<file path="src/rtl/uart_tx_arbiter_if.sv">
// Signal bundle between the UART TX arbiter, its requesters and the transmitter.
// The master side is the arbiter; the slave side is the surrounding environment.
interface uart_tx_arbiter_if #(
  parameter int NUM_REQ = 4
) ();
  localparam int GW = (NUM_REQ > 1) ? $clog2(NUM_REQ) : 1;

  logic [NUM_REQ-1:0]   req_valid;
  logic [NUM_REQ*8-1:0] req_data;
  logic [NUM_REQ-1:0]   req_done;
  logic                 tx_send;
  logic [7:0]           tx_data;
  logic                 tx_sent;
  logic [GW-1:0]        grant_id;
  logic                 busy;
  logic                 err;

  modport master (
    input  req_valid, req_data, tx_sent,
    output req_done, tx_send, tx_data, grant_id, busy, err
  );

  modport slave (
    output req_valid, req_data, tx_sent,
    input  req_done, tx_send, tx_data, grant_id, busy, err
  );
endinterface

</file>
<file path="src/rtl/uart_tx_arbiter.sv">
// Round-robin arbiter sharing one UART transmitter between NUM_REQ byte sources,
// using a four-phase send/sent handshake with an acknowledge timeout.
module uart_tx_arbiter #(
  parameter int NUM_REQ     = 4,
  parameter int TIMEOUT_CYC = 65535
) (
  input  logic                     clk,
  input  logic                     rst_n,
  uart_tx_arbiter_if.master        bus
);
  localparam int GW = (NUM_REQ > 1) ? $clog2(NUM_REQ) : 1;
  localparam logic [15:0] TIMEOUT_LAST = 16'(TIMEOUT_CYC - 1);

  typedef enum logic [1:0] {
    IDLE    = 2'd0,
    SEND    = 2'd1,
    RELEASE = 2'd2
  } arbState;

  arbState            stateReg, stateNext;
  logic               txSendReg, txSendNext;
  logic [7:0]         txDataReg, txDataNext;
  logic [GW-1:0]      grantReg, grantNext;
  logic [GW-1:0]      lastReg, lastNext;
  logic [15:0]        waitReg, waitNext;
  logic [NUM_REQ-1:0] doneReg, doneNext;
  logic               errReg, errNext;
  logic               busyReg;

  logic [7:0]         reqByte [NUM_REQ];
  logic               pickFound;
  logic [GW-1:0]      pickIdx;
  logic [GW-1:0]      candIdx;

  genvar gi;
  generate
    for (gi = 0; gi < NUM_REQ; gi++) begin : gByte
      assign reqByte[gi] = bus.req_data[8*gi +: 8];
    end
  endgenerate

  // Scan upward from the requester after the last grant, wrapping at NUM_REQ.
  always_comb begin
    pickFound = 1'b0;
    pickIdx   = '0;
    candIdx   = '0;
    for (int k = 1; k <= NUM_REQ; k++) begin
      if (int'(lastReg) + k >= NUM_REQ) begin
        candIdx = GW'(int'(lastReg) + k - NUM_REQ);
      end else begin
        candIdx = GW'(int'(lastReg) + k);
      end
      if (!pickFound && bus.req_valid[candIdx]) begin
        pickFound = 1'b1;
        pickIdx   = candIdx;
      end
    end
  end

  always_comb begin
    stateNext  = stateReg;
    txSendNext = txSendReg;
    txDataNext = txDataReg;
    grantNext  = grantReg;
    lastNext   = lastReg;
    waitNext   = waitReg;
    doneNext   = '0;
    errNext    = 1'b0;
    case (stateReg)
      IDLE: begin
        // A lingering acknowledge from the previous byte blocks any new grant.
        if (pickFound && !bus.tx_sent) begin
          stateNext  = SEND;
          txSendNext = 1'b1;
          txDataNext = reqByte[pickIdx];
          grantNext  = pickIdx;
          waitNext   = '0;
        end
      end
      SEND: begin
        if (bus.tx_sent) begin
          txSendNext = 1'b0;
          stateNext  = RELEASE;
        end else if (waitReg == TIMEOUT_LAST) begin
          txSendNext = 1'b0;
          errNext    = 1'b1;
          stateNext  = RELEASE;
        end else begin
          waitNext = waitReg + 16'd1;
        end
      end
      RELEASE: begin
        txSendNext = 1'b0;
        if (!bus.tx_sent) begin
          doneNext[grantReg] = 1'b1;
          lastNext           = grantReg;
          stateNext          = IDLE;
        end
      end
      default: begin
        stateNext  = IDLE;
        txSendNext = 1'b0;
      end
    endcase
  end

  always_ff @(posedge clk) begin
    if (!rst_n) begin
      stateReg  <= IDLE;
      txSendReg <= 1'b0;
      txDataReg <= '0;
      grantReg  <= '0;
      lastReg   <= GW'(NUM_REQ - 1);
      waitReg   <= '0;
      doneReg   <= '0;
      errReg    <= 1'b0;
      busyReg   <= 1'b0;
    end else begin
      stateReg  <= stateNext;
      txSendReg <= txSendNext;
      txDataReg <= txDataNext;
      grantReg  <= grantNext;
      lastReg   <= lastNext;
      waitReg   <= waitNext;
      doneReg   <= doneNext;
      errReg    <= errNext;
      busyReg   <= (stateNext != IDLE);
    end
  end

  assign bus.tx_send  = txSendReg;
  assign bus.tx_data  = txDataReg;
  assign bus.grant_id = grantReg;
  assign bus.req_done = doneReg;
  assign bus.err      = errReg;
  assign bus.busy     = busyReg;
endmodule

</file>
<file path="src/flat_wrapper.sv">
// flat-port wrapper written by rule: the top's interface ports become plain ports
module uart_tx_arbiter_flat 
#(
  parameter int NUM_REQ     = 4,
  parameter int TIMEOUT_CYC = 65535
)
  (clk, rst_n, bus_req_valid, bus_req_data, bus_tx_sent, bus_req_done, bus_tx_send, bus_tx_data, bus_grant_id, bus_busy, bus_err);
  uart_tx_arbiter_if #(.NUM_REQ(NUM_REQ)) bus_i ();
  input  logic clk;
  input  logic rst_n;
  input wire logic [$bits(bus_i.req_valid)-1:0] bus_req_valid;
  input wire logic [$bits(bus_i.req_data)-1:0] bus_req_data;
  input wire logic [$bits(bus_i.tx_sent)-1:0] bus_tx_sent;
  output wire logic [$bits(bus_i.req_done)-1:0] bus_req_done;
  output wire logic [$bits(bus_i.tx_send)-1:0] bus_tx_send;
  output wire logic [$bits(bus_i.tx_data)-1:0] bus_tx_data;
  output wire logic [$bits(bus_i.grant_id)-1:0] bus_grant_id;
  output wire logic [$bits(bus_i.busy)-1:0] bus_busy;
  output wire logic [$bits(bus_i.err)-1:0] bus_err;
  assign bus_i.req_valid = bus_req_valid;
  assign bus_i.req_data = bus_req_data;
  assign bus_i.tx_sent = bus_tx_sent;
  assign bus_req_done = bus_i.req_done;
  assign bus_tx_send = bus_i.tx_send;
  assign bus_tx_data = bus_i.tx_data;
  assign bus_grant_id = bus_i.grant_id;
  assign bus_busy = bus_i.busy;
  assign bus_err = bus_i.err;
  uart_tx_arbiter #(.NUM_REQ(NUM_REQ), .TIMEOUT_CYC(TIMEOUT_CYC)) u_core (.clk(clk), .rst_n(rst_n), .bus(bus_i));
endmodule
</file>
<file path="config.mk">
export PLATFORM = sky130hd
export DESIGN_NAME = uart_tx_arbiter_flat
export DESIGN_NICKNAME = d
export VERILOG_FILES = /design/src/rtl/uart_tx_arbiter_if.sv /design/src/rtl/uart_tx_arbiter.sv /design/src/flat_wrapper.sv
export SDC_FILE = /design/constraint.sdc
export NUM_CORES = 1
export LEC_CHECK = 0
export CAP_MARGIN = 30
export CORE_MARGIN = 5
export CORE_UTILIZATION = 48
export CTS_BUF_LIST = sky130_fd_sc_hd__clkbuf_8
export DETAILED_ROUTE_END_ITERATION = 12
export HOLD_SLACK_MARGIN = 0.15
export PLACE_DENSITY = 0.81
export SLEW_MARGIN = 20
export SYNTH_ARGS = -nofsm -noshare
export SYNTH_HDL_FRONTEND = slang
export SYNTH_SLANG_ARGS = --single-unit
</file>
<file path="constraint.sdc">
create_clock -name clk -period 1.97 [get_ports clk]
set_input_delay 0.394 -clock clk [delete_from_list [all_inputs] [get_ports clk]]
set_output_delay 0.394 -clock clk [all_outputs]
set_load 0.02 [all_outputs]
</file>
==> impl_metrics.json, run 1 <==
{
  "fmax_mhz": 542.4,
  "ys_warn_count": 0,
  "cts.reportedPaths.clkPinSlew_ps": 80,
  "crit_type": "input pin to flip-flop",
  "post_cts_buffers": 0,
  "grt_max_degree": 18,
  "slew_viol_final": 0,
  "gr-total-overflow": 0,
  "antenna_found_initial": 0,
  "hold_class": "flip-flop to flip-flop",
  "rsz0062_at_grt": "no",
  "dp_hpwl_um": 3814,
  "postRouteAntennaNets": 0,
  "die_x_um": 72.32,
  "hold_buffers": 0,
  "ys_seq_elements": 37,
  "crit_path_end": "u_core.waitReg[13]",
  "cp_common_cell": "a21oi_1",
  "final-setup-viol-count": 0,
  "p_leak_nw": 1.035,
  "drv_cap": 0,
  "detail_route.wl_per_cell_um": 15.02,
  "ios": 56,
  "dieHeight_um": 72.32,
  "final-hold-violation-count": 0,
  "post-route-period-util": 0.9359,
  "finalWirelength_um": 5091,
  "syn_to_final_growth_pct": 51.74,
  "critical_path.top_delay_family": "simple AND/OR/NAND/NOR gates",
  "cts_buffers": 5,
  "power.density_nw_per_um2": 687.9,
  "slowest_delay_ps": 480,
  "first_global_vias": 1827,
  "crit_cells": 6,
  "place_ws_ps": -157.0,
  "ys_seq_area_frac": 0.3973,
  "slew_headroom": 0.7712,
  "clock_latency_ps": 290,
  "ir_drop_v": 0.0005688,
  "htreeDepth": 2,
  "num_antenna_cells": 0,
  "place.gp.congestion": 0.7535,
  "start_kind": "input pin",
  "tns_ps": 0,
  "port_buffers": 55,
  "fin_nets": 331,
  "synth_ff_type": "dfxtp_1",
  "root_buffer": "clkbuf_8",
  "avgSynthCellArea_um2": 9.050,
  "status": "complete, no violations",
  "crit_buf_inv": 1,
  "final_cell_mix": "clkdlybuf4s50_1, dfxtp_1, buf_4",
  "seq_area_um2": 740.7,
  "syn_inst": 206,
  "drt_iter0_drc": 140,
  "num_vias": 1854,
  "fin_cells": 339,
  "ys_async_sr_fraction": 0,
  "multiInputGateArea_um2": 1056,
  "cts_tree": "done",
  "setup_slack_ps": 126.2,
  "tightest_slew_ps": 340.1,
  "r2r-end": "u_core.waitReg[13]",
  "crit_chain": "clkdlybuf4s50_1, nor3_1, nor2b_1, a21oi_1, or4_1, a21oi_1",
  "dpl.cell_count": 331,
  "reg2reg_setup_slack_ps": 150,
  "worstPathArrival_ps": 2070,
  "clock_skew_ps": 7.155,
  "synth-edff-count": 0,
  "core_area_um2": 3716,
  "num_rows": 22,
  "clockBufferDepth": 2,
  "crit_path_start": "bus_tx_sent",
  "nFillCells": 280,
  "drive_gt1_frac": 0.1684,
  "start_util": 0.5017,
  "clock_sinks": 37,
  "synth_nets": 247,
  "layout_commonest_cell": "clkdlybuf4s50_1",
  "r2r_start": "u_core.waitReg[3]",
  "finalCriticalPeriod_ps": 1844,
  "drc": 0,
  "first_pass_iters": 4,
  "worst-path-max-fanout": 4,
  "ys_types": 44,
  "via_per_inst": 5.469,
  "rr_worst_depth": 5,
  "die-area_um2": 5230,
  "worstPathRequired_ps": 2200,
  "grt_pass1_wl_um": 8314,
  "grt_usage": 0.2004,
  "synth_area_um2": 1864,
  "cp_slowest_cell": "clkdlybuf4s50_1",
  "final_util": 0.7613,
  "end_kind": "flip-flop"
}
power breakdown:
group | total (mW) | internal (mW) | switching, mW
clock network | 0.783 | 0.503 | 0.280
registers | 0.797 | 0.776 | 0.0205
logic | 0.366 | 0.212 | 0.154
worst min path at each step:
stage                     depth (start not counted)                     to  slack (ps)                   from
after floorplan                                   2     u_core.waitReg[13]         450     u_core.waitReg[13]
after global placement                            2  u_core.bus.tx_data[3]         470  u_core.bus.tx_data[3]
after detailed placement                          2     u_core.waitReg[13]         470     u_core.waitReg[13]
after CTS                                         2     u_core.waitReg[13]         490     u_core.waitReg[13]
after global routing                              2  u_core.bus.tx_data[2]         520  u_core.bus.tx_data[2]
final                                             2  u_core.bus.tx_data[3]         490  u_core.bus.tx_data[3]
flip-flops by register name, summed over array words and instances, names as in the netlist:
| signal | count |
|---|---|
| u_core.bus.req_done | 4 |
| u_core.bus.busy | 1 |
| u_core.bus.grant_id | 2 |
| u_core.stateReg | 2 |
| u_core.lastReg | 2 |
| u_core.bus.tx_data | 8 |
| u_core.bus.tx_send | 1 |
| u_core.bus.err | 1 |
| u_core.waitReg | 16 |
stage by stage:
step | cell area [um2] | hold WS, ps | power, mW
2_1_floorplan | 1864 | 451.7 | 0.9611
3_5_place_dp | 2691 | 473.3 | 1.178
6_report | 2829 | 489.6 | 1.946
3_3_place_gp | 2691 | 465.9 | 1.172
4_1_cts | 2825 | 488.0 | 1.952
5_1_grt | 2829 | 522.7 | 2.001
layout make-up:
| cell class | count | area share |
|---|---|---|
| Clock buffer | 5 | 0.02433 |
| Inverter | 6 | 0.007961 |
| Tap cell | 48 | 0.02123 |
| Multi-Input combinational cell | 153 | 0.3733 |
| Timing Repair Buffer | 87 | 0.2884 |
| Sequential cell | 37 | 0.2618 |
| Clock inverter | 3 | 0.02300 |
cell families after synthesis:
kind of cell	count (synthesis)	synth area share
AOI/OAI and AO/OA	42	0.1638
xor gates and xnor gates	9	0.04228
adders and majority gates	2	0.01342
buffers and inverters	16	0.04160
DFF	37	0.3973
muxes	18	0.09664
and+or+nand+nor	82	0.2450
layer usage:
layer  vias to the layer above  part of all wire  global-route usage
met2                        30              0.53              0.3782
met3                         9             0.031             0.03601
met5                         -                 0                   0
met4                         0             0.017             0.06472
met1                       879              0.42              0.2239
li1                        936                 -                   -
cell usage after synthesis (3+ instances only):
cell type | n | area share
o221ai_1 | 9 | 0.042
clkbuf_1 | 4 | 0.0081
o21ai_0 | 3 | 0.0081
xnor2_1 | 8 | 0.038
nor2b_1 | 4 | 0.013
nor3_1 | 4 | 0.011
a21oi_1 | 10 | 0.027
nor3b_1 | 4 | 0.016
mux2i_1 | 18 | 0.097
inv_1 | 6 | 0.012
a211oi_1 | 5 | 0.020
o211ai_1 | 3 | 0.012
nand3_1 | 18 | 0.048
a21boi_0 | 3 | 0.012
nand2b_1 | 4 | 0.013
dfxtp_1 | 37 | 0.40
and4_1 | 3 | 0.014
nand3b_1 | 3 | 0.012
nand2_1 | 11 | 0.022
nor2_1 | 16 | 0.032
worst register-to-register path: stages (launching register included):
cell	delay, ps
dfxtp_1	380
and4_1	310
and4_2	400
nand3_4	110
or4_1	410
a21oi_1	150
timing repair:
item | 4_1_cts | 5_1_grt
gates resized for setup | 0 | 2
setup endpoints to repair | 0 | 3
endpoints found under the hold margin | 0 | 0
No activity file was read; power rests on OpenSTA's default activity.
==> run 2: changes to the inputs <==
- PLACE_DENSITY: 0.81 -> unset
- PLACE_DENSITY_LB_ADDON: unset -> 0.2
==> run 2 against run 1 <==
Total power decreased by 9.4%. Sequential share of layout area increased by 0.14 points. Core utilization decreased by 0.40 points. Design area decreased by 0.53%. Critical path depth increased by 1. Via count decreased by 0.65%. Count of clock-buffer cells in the layout increased by 2. Register-to-register slack about the same. Combinational power decreased by 1%. Clock skew increased by 3.7 ps. Die area unchanged.
==> impl_metrics.json, run 2 (synthesized netlist as in run 1, its figures left out) <==
{
  "clockBufferDepth": 2,
  "via_per_inst": 5.386,
  "drive_gt1_frac": 0.1769,
  "clock_sinks": 37,
  "detail_route.wl_per_cell_um": 13.94,
  "first_pass_iters": 5,
  "die_x_um": 72.32,
  "fin_nets": 334,
  "status": "complete, no violations",
  "finalWirelength_um": 4766,
  "dieHeight_um": 72.32,
  "post-route-period-util": 0.9337,
  "grt_usage": 0.1850,
  "core_area_um2": 3716,
  "switchingPower_uw": 455.7,
  "final-hold-violation-count": 0,
  "worst-path-max-fanout": 17,
  "final-setup-viol-count": 0,
  "swShare": 0.2586,
  "hold_buffers": 0,
  "dp_hpwl_um": 3650,
  "drv_cap": 0,
  "clock_latency_ps": 290,
  "p_leak_nw": 1.031,
  "fmax_mhz": 543.6,
  "end_kind": "flip-flop",
  "worstPathArrival_ps": 1990,
  "num_antenna_cells": 0,
  "num_rows": 22,
  "postRouteAntennaNets": 0,
  "tns_ps": 0,
  "num_vias": 1842,
  "regMostFlops": "u_core.waitReg",
  "pwr-share-clk": 0.344,
  "power.density_nw_per_um2": 626.2,
  "fin_hold_ws_ps": 485.6,
  "ios": 56,
  "syn_to_final_growth_pct": 50.94,
  "hold_class": "flip-flop to flip-flop",
  "drc": 0,
  "share_comb_of_total_power": 0.205,
  "slew_viol_final": 0,
  "fin_cells": 342,
  "port_buffers": 55,
  "cts.reportedPaths.clkPinSlew_ps": 70,
  "htreeDepth": 2,
  "finalCriticalPeriod_ps": 1839,
  "cts_buffers": 5,
  "ir_drop_v": 0.0004822,
  "gr-total-overflow": 0,
  "crit_type": "input pin to flip-flop",
  "layout_commonest_cell": "clkdlybuf4s50_1",
  "seq_power_share": 0.452,
  "die-area_um2": 5230,
  "internal_power_mw": 1.306,
  "drt_iter0_drc": 102,
  "clock_skew_ps": 10.88,
  "final_cell_mix": "clkdlybuf4s50_1, dfxtp_1, buf_4",
  "worstPathRequired_ps": 2120,
  "grt_pass1_wl_um": 7859,
  "grt_max_degree": 18,
  "largest_reg_flops": 16,
  "first_global_vias": 1836,
  "tightest_slew_ps": 504.6,
  "antenna_found_initial": 0,
  "start_util": 0.5017,
  "root_buffer": "clkbuf_8",
  "dpl.cell_count": 334,
  "place.gp.congestion": 0.7756,
  "slew_headroom": 0.6624,
  "start_kind": "input pin",
  "cts_tree": "done"
}
==> run 2: power by group through the flow <==
stage          combinational, mW  clock [mW]  sequential (mW)
2_1_floorplan              0.119           0            0.842
3_3_place_gp               0.352           0            0.812
3_5_place_dp               0.357           0            0.813
4_1_cts                    0.362       0.613            0.796
5_1_grt                    0.385       0.651            0.800
6_report                   0.361       0.606            0.796
==> run 2: layout make-up <==
| class | count | area (um2) |
|---|---|---|
| flip-flops and latches | 37 | 740.7 |
| clock inverters | 1 | 8.758 |
| inverters | 6 | 22.52 |
| clock buffers | 7 | 96.34 |
| repair buffers | 90 | 825.8 |
| multi-input cells | 153 | 1060 |
| fillers | 272 | 902.1 |
| well taps | 48 | 60.06 |
==> run 2: path summary, 6_finish.rpt <==
path	slack, ps	end	depth (start not counted)	start
setup / recovery	130	u_core.bus.tx_data[4]	7	bus_req_valid[3]
hold / removal	490	u_core.bus.tx_data[5]	2	u_core.bus.tx_data[5]
setup reg to reg	140	u_core.stateReg[1]	7	u_core.waitReg[0]
hold reg to reg	490	u_core.bus.tx_data[5]	2	u_core.bus.tx_data[5]
==> run 2: through the flow <==
stage | util | setup slack, ps | area, um2 | total power, mW
detailed placement | 0.7269 | -114.9 | 2701 | 1.170
global route | 0.7572 | -8.070 | 2814 | 1.836
finish | 0.7572 | 130.6 | 2814 | 1.762
global placement | 0.7269 | -118.7 | 2701 | 1.164
CTS | 0.7552 | 112.1 | 2806 | 1.771
floorplan | - | 284.1 | 1864 | 0.9611
==> run 2: critical path, stage by stage <==
cell             delay, ps
clkdlybuf4s50_1        520
nor2b_1                180
a21oi_1                 70
o221ai_2               210
buf_12                 200
mux2i_1                240
o221ai_1               160
==> run 2: metal layers <==
layer / GRT usage / vias to the layer above / share of wire
li1: - / 936 / -
met3: 0.05679 / 8 / 0.067
met1: 0.2234 / 848 / 0.45
met5: 0 / - / 0
met2: 0.3195 / 50 / 0.47
met4: 0.04384 / 0 / 0.012
==> run 2: repair_timing <==
action	in CTS	in global routing
hold endpoints to repair	0	0
gates resized for setup	0	2
endpoints found under the setup margin	0	2
setup buffers	0	0
